[src/rtl/psram_pkg.sv]
// Shared types for the PSRAM burst arbiter: FSM state encoding and requester count.
package psram_pkg;

  localparam int unsigned NumReq = 2;

  typedef enum logic [2:0] {
    StIdle,
    StStart,
    StAddr,
    StWait,
    StXfer,
    StDone
  } psram_state_e;

  // Counter width for a count running 0..last_val; never narrower than one bit.
  function automatic int unsigned cnt_width(input int unsigned last_val);
    return (last_val > 0) ? $clog2(last_val + 1) : 1;
  endfunction

endpackage

[src/rtl/psram_arb_select.sv]
// Combinational winner selection for the two PSRAM requesters.
// Macro PSRAM_ARB_FIXED_PRIORITY_EN: requester 0 always wins a tie; otherwise the
// round-robin pointer wins a tie.
module psram_arb_select
  import psram_pkg::*;
(
  input  logic [NumReq-1:0] req_i,
  input  logic              ptr_i,
  output logic              valid_o,
  output logic              idx_o
);

`ifdef PSRAM_ARB_FIXED_PRIORITY_EN
  logic unused_ptr;
  assign unused_ptr = ptr_i;
`endif

  // Pick the winning requester index.
  always_comb begin
    valid_o = |req_i;
`ifdef PSRAM_ARB_FIXED_PRIORITY_EN
    idx_o = ~req_i[0];
`else
    if (&req_i) begin
      idx_o = ptr_i;
    end else begin
      idx_o = req_i[1];
    end
`endif
  end

endmodule

[src/rtl/psram_burst_arbiter.sv]
// Two-requester arbiter sequencing bursts onto a single PSRAM burst controller.
// Optional macro PSRAM_ARB_FIXED_PRIORITY_EN selects fixed priority instead of round-robin.
module psram_burst_arbiter
  import psram_pkg::*;
#(
  parameter int unsigned address_width  = 16,
  parameter int unsigned data_width     = 16,
  parameter int unsigned access_latency = 1,
  parameter int unsigned burst_size     = 31
) (
  input  logic                          clk_i,
  input  logic                          rst_i,
  input  logic [NumReq-1:0]             req_i,
  input  logic [NumReq-1:0]             we_i,
  input  logic [2*address_width-1:0]    adr_i,
  input  logic [2*data_width-1:0]       dat_i,
  output logic [NumReq-1:0]             gnt_o,
  output logic [NumReq-1:0]             done_o,
  output logic [NumReq-1:0]             wr_req_o,
  output logic [NumReq-1:0]             rd_vld_o,
  output logic [data_width-1:0]         dat_o,
  output logic                          ctrl_start_o,
  output logic                          ctrl_we_o,
  output logic [address_width-1:0]      ctrl_adr_o,
  output logic [data_width-1:0]         ctrl_dat_o,
  input  logic [data_width-1:0]         ctrl_dat_i
);

  localparam int unsigned WaitW = cnt_width(access_latency);
  localparam int unsigned BeatW = cnt_width(burst_size);
  localparam logic [WaitW-1:0] WaitLast = WaitW'(access_latency);
  localparam logic [BeatW-1:0] BeatLast = BeatW'(burst_size);

  psram_state_e             state_q, state_d;
  logic                     idx_q, idx_d;
  logic                     we_q, we_d;
  logic [address_width-1:0] adr_q, adr_d;
  logic                     gnt_q, gnt_d;
  logic                     ptr_q, ptr_d;
  logic [WaitW-1:0]         wait_q, wait_d;
  logic [BeatW-1:0]         beat_q, beat_d;

  logic sel_valid, sel_idx;
  logic start, wr_req, rd_vld, done;
  logic [NumReq-1:0] req_oh;

  psram_arb_select u_select (
    .req_i   (req_i),
    .ptr_i   (ptr_q),
    .valid_o (sel_valid),
    .idx_o   (sel_idx)
  );

  // State and latched-request registers.
  always_ff @(posedge clk_i or posedge rst_i) begin
    if (rst_i) begin
      state_q <= StIdle;
      idx_q   <= 1'b0;
      we_q    <= 1'b0;
      adr_q   <= '0;
      gnt_q   <= 1'b0;
      ptr_q   <= 1'b0;
      wait_q  <= '0;
      beat_q  <= '0;
    end else begin
      state_q <= state_d;
      idx_q   <= idx_d;
      we_q    <= we_d;
      adr_q   <= adr_d;
      gnt_q   <= gnt_d;
      ptr_q   <= ptr_d;
      wait_q  <= wait_d;
      beat_q  <= beat_d;
    end
  end

  // Next-state logic and per-state strobes.
  always_comb begin
    state_d = state_q;
    idx_d   = idx_q;
    we_d    = we_q;
    adr_d   = adr_q;
    gnt_d   = gnt_q;
    ptr_d   = ptr_q;
    wait_d  = wait_q;
    beat_d  = beat_q;
    start   = 1'b0;
    wr_req  = 1'b0;
    rd_vld  = 1'b0;
    done    = 1'b0;
    unique case (state_q)
      StIdle: begin
        if (sel_valid) begin
          idx_d   = sel_idx;
          we_d    = we_i[sel_idx];
          adr_d   = sel_idx ? adr_i[2*address_width-1:address_width] : adr_i[address_width-1:0];
          gnt_d   = 1'b1;
          state_d = StStart;
        end
      end
      StStart: begin
        start   = 1'b1;
        state_d = StAddr;
      end
      StAddr: begin
        wait_d  = '0;
        state_d = StWait;
      end
      StWait: begin
        if (wait_q == WaitLast) begin
          // First write word leads by one cycle to fill the controller's input register.
          wr_req  = we_q;
          beat_d  = '0;
          state_d = StXfer;
        end else begin
          wait_d = wait_q + 1'b1;
        end
      end
      StXfer: begin
        wr_req = we_q && (beat_q != BeatLast);
        rd_vld = !we_q && (beat_q != '0);
        if (beat_q == BeatLast) begin
          state_d = StDone;
        end else begin
          beat_d = beat_q + 1'b1;
        end
      end
      StDone: begin
        done    = 1'b1;
        rd_vld  = !we_q;
        gnt_d   = 1'b0;
        ptr_d   = ~idx_q;
        beat_d  = '0;
        state_d = StIdle;
      end
      default: state_d = StIdle;
    endcase
  end

  assign req_oh       = {idx_q, ~idx_q};
  assign gnt_o        = gnt_q  ? req_oh : '0;
  assign done_o       = done   ? req_oh : '0;
  assign wr_req_o     = wr_req ? req_oh : '0;
  assign rd_vld_o     = rd_vld ? req_oh : '0;
  assign ctrl_start_o = start;
  assign ctrl_we_o    = we_q;
  assign ctrl_adr_o   = adr_q;
  assign ctrl_dat_o   = idx_q ? dat_i[2*data_width-1:data_width] : dat_i[data_width-1:0];
  assign dat_o        = ctrl_dat_i;

endmodule

[config.mk]
export PLATFORM = sky130hd
export DESIGN_NAME = psram_burst_arbiter
export DESIGN_NICKNAME = d
export VERILOG_FILES = /design/src/rtl/psram_pkg.sv /design/src/rtl/psram_arb_select.sv /design/src/rtl/psram_burst_arbiter.sv
export SDC_FILE = /design/constraint.sdc
export NUM_CORES = 1
export LEC_CHECK = 0
export ABC_CLOCK_PERIOD_IN_PS = 2800
export CORE_ASPECT_RATIO = 0.5
export CORE_MARGIN = 3
export CORE_UTILIZATION = 34
export CTS_CLUSTER_SIZE = 28
export DETAILED_ROUTE_END_ITERATION = 7
export PLACE_DENSITY = 0.8
export SYNTH_ARGS = -nofsm -noshare
export SYNTH_HDL_FRONTEND = slang
export SYNTH_SLANG_ARGS = --single-unit
[constraint.sdc]
create_clock -name clk_i -period 2.8 [get_ports clk_i]
set_clock_uncertainty 0.15 [all_clocks]
set_input_delay 0.84 -clock clk_i [delete_from_list [all_inputs] [get_ports clk_i]]
set_output_delay 0.84 -clock clk_i [all_outputs]
set_load 0.02 [all_outputs]
==> results.yml <==
power_and_ir_drop:
  internal_power_mw: 1.695
  power_leakage_nw: 1.312
  finalPower_mw: 2.850
  peakVddDrop_mv: 0.4029
  combPwrFrac: 0.553
  p_sw_mw: 1.155
  swShare: 0.4052
  p_clk_frac: 0.177
  power_per_cell_area_nw_per_um2: 897.4
  p_seq_frac: 0.271
layout:
  multi_input_area_um2: 1006
  drive_gt1_frac: 0.2122
  nets: 399
  n_antenna_cell: 0
  regArea_um2: 726.9
  final_cell_mix: "clkdlybuf4s50_1 (89), dfrtp_1 (28), o21ai_0 (22)"
  area_growth_pct: 64.06
  n_fill_cell: 426
  fin_area_um2: 3176
  layout_commonest_cell: "clkdlybuf4s50_1"
  stdcell_count: 381
drt:
  firstDrtPassIters: 4
  routed_via_density: 5.226
  vias: 1991
  drtAntennaViolNets: 0
  routedWlPerCell_um: 17.57
  totalWireLength_mm: 6.693
  drt-initial-drc-count: 138
  drcViolationCount: 0
global_routing:
  grt_pass1_wl_mm: 10.47
  grt_overflow: 0
  grt_max_degree: 30
  gr-usage-all-layers: 0.1988
  grt_antenna_before_repair: 0
  grt_pass1_vias: 1977
sta:
  worstMarginPinSlew_ns: 0.6375
  setup_viol: 0
  hold_viol: 0
  hold_ws_ns: 0.3426
  post-route-period-util: 0.9937
  fmaxAchievable_ghz: 0.3594
  rsz0062_at_grt: "true"
  slew_violations: 0
  relSlewSlack: 0.5750
  period_minus_slack_ns: 2.782
setup_path:
  worstSetupStartpoint: "dat_i[2]"
  critical_path_class: "input pin to output pin"
  cp_slowest_cell: "clkdlybuf4s50_1"
  cp-endpoint: "ctrl_dat_o[2]"
  critPathLaunchType: "input pin"
  arrival_ns: 1.79
  cp-end-kind: "output pin"
  crit_path_max_incr_delay_ns: 0.40
  r2r_setup_slack_ns: 0.85
  r2r-start: "beat_q[0]"
  crit_fanout: 1
  path_cells: "clkdlybuf4s50_1 -> mux2_2 -> clkdlybuf4s15_1"
  cp.required_ns: 1.81
  r2r_cells: 7
  rr_endpoint: "beat_q[0]"
yosys:
  yosys_register_bits: 29
  synth_ff_type: "dfrtp_1"
  synth_cells: 207
  synth_area_um2: 1936
  yosys_warnings: 0
  yosysTopAreaCellShare: 0.3749
  synth_area_leaders: "dfrtp_1 (37%), mux2_2 (9.9%), nand3b_1 (7.4%)"
  synth_edf_count: 0
  synth_fp_nets: 296
  synthArstFlopShare: 1.000
  synth_top_area_cell: "dfrtp_1"
  ys_seq_area_frac: 0.3749
  synth.distinct_cells: 37
  avgSynthCellArea_um2: 9.351
placement:
  place_inst: 373
  place_area_um2: 3060
  portBuffers: 111
  gp_congestion: 0.7723
  hpwl_mm: 4.976
status:
  status: "finished clean"
clock_network:
  h-tree-depth: 2
  cts.path.max_buffers: 2
  cts_buffers: 5
  clockRootBuffer: "clkbuf_16"
  cts.clk_slew.worst_paths_ns: 0.05
  post_cts_buffers: 0
  cts_tree: "done"
  cts_hold_buf: 0
  clock_latency_ns: 0.27
  cts.sinks: 29
worst_hold_path:
  holdPathStages: 1
  worstHoldStart: "ptr_q"
  hold_path_class: "flop to flop"
die:
  io_pins: 144
  rows: 18
  core_area_um2: 5202
  die_area_um2: 6689
  initial_core_util: 0.3721
  dieWidth_um: 112.7
  die_h_um: 59.35
flow_run:
  cap_violations: 0
==> per-layer routing <==
layer	global-route usage	part of all wire
met3	0.03058	0.032
met1	0.2569	0.41
met4	0.04452	0.0048
met5	0	0
met2	0.3586	0.55
==> metrics by stage <==
step	util	TNS [ns]	worst slack, ns
finish	0.6104	0	0.01762
floorplan	-	0	0.04944
CTS	0.6210	-0.04573	-0.02774
global placement	0.5883	-4.273	-0.2636
detailed placement	0.5883	-4.443	-0.2793
global route	0.6104	-0.06690	-0.03416
==> repair_timing <==
item,CTS,global route
resized for setup,60,13
pin swaps,3,3
endpoints found under the setup margin,21,14
==> worst min-delay path by stage <==
stage / endpoint / slack, ns
2_1_floorplan: ptr_q / 0.30
3_3_place_gp: ptr_q / 0.32
3_5_place_dp: ptr_q / 0.32
4_1_cts: ptr_q / 0.34
5_1_grt: ptr_q / 0.36
6_report: ptr_q / 0.34
==> Yosys cell counts (2+ instances only) <==
master	count
dfrtp_1	29
o21ai_0	23
nand3b_1	19
a21oi_1	18
a31oi_1	17
buf_4	17
mux2_2	17
nor2_1	8
buf_2	6
clkbuf_1	5
inv_1	5
a22o_1	3
buf_6	3
ha_1	3
nand2_1	3
nand2b_1	3
nand3_1	3
nor2b_1	3
and2_1	2
and3_1	2
nand4b_1	2
==> final cells by class <==
cell class                      instances  share of cell area
Sequential cell                        29              0.2289
Multi-Input combinational cell        140              0.3168
Clock inverter                          2            0.003152
Inverter                                6            0.007092
Clock buffer                            6             0.04058
Tap cell                               70             0.02758
Timing Repair Buffer                  128              0.3759
==> power by group through the flow <==
stage	Clock (mW)	Sequential [mW]	Combinational, mW
3_5_place_dp	0	0.757	1.62
5_1_grt	0.531	0.797	1.69
4_1_cts	0.509	0.766	1.60
6_report	0.503	0.771	1.58
3_3_place_gp	0	0.756	1.59
2_1_floorplan	0	0.867	0.798
==> flip-flops by register name (all words and copies together) (netlist names) <==
signal      cells
ctrl_adr_o     16
beat_q          5
state_q         3
ctrl_we_o       1
gnt_q           1
idx_q           1
ptr_q           1
wait_q          1
==> kinds of logic after synthesis <==
logic type / after synthesis / synth area share
AOI/OAI and AO/OA: 66 / 0.1946
muxes: 17 / 0.09890
adders and majority gates: 3 / 0.01939
and+or+nand+nor: 53 / 0.1855
buffers and inverters: 38 / 0.1222
xor gates and xnor gates: 1 / 0.004526
DFF: 29 / 0.3749
==> worst max-delay path: cells and delay by family <==
kind | cells | cell delay, ns
multiplexers | 1 | 0.26
buffers and inverters | 2 | 0.69
Note: power is estimated with default switching activity, not from simulation.
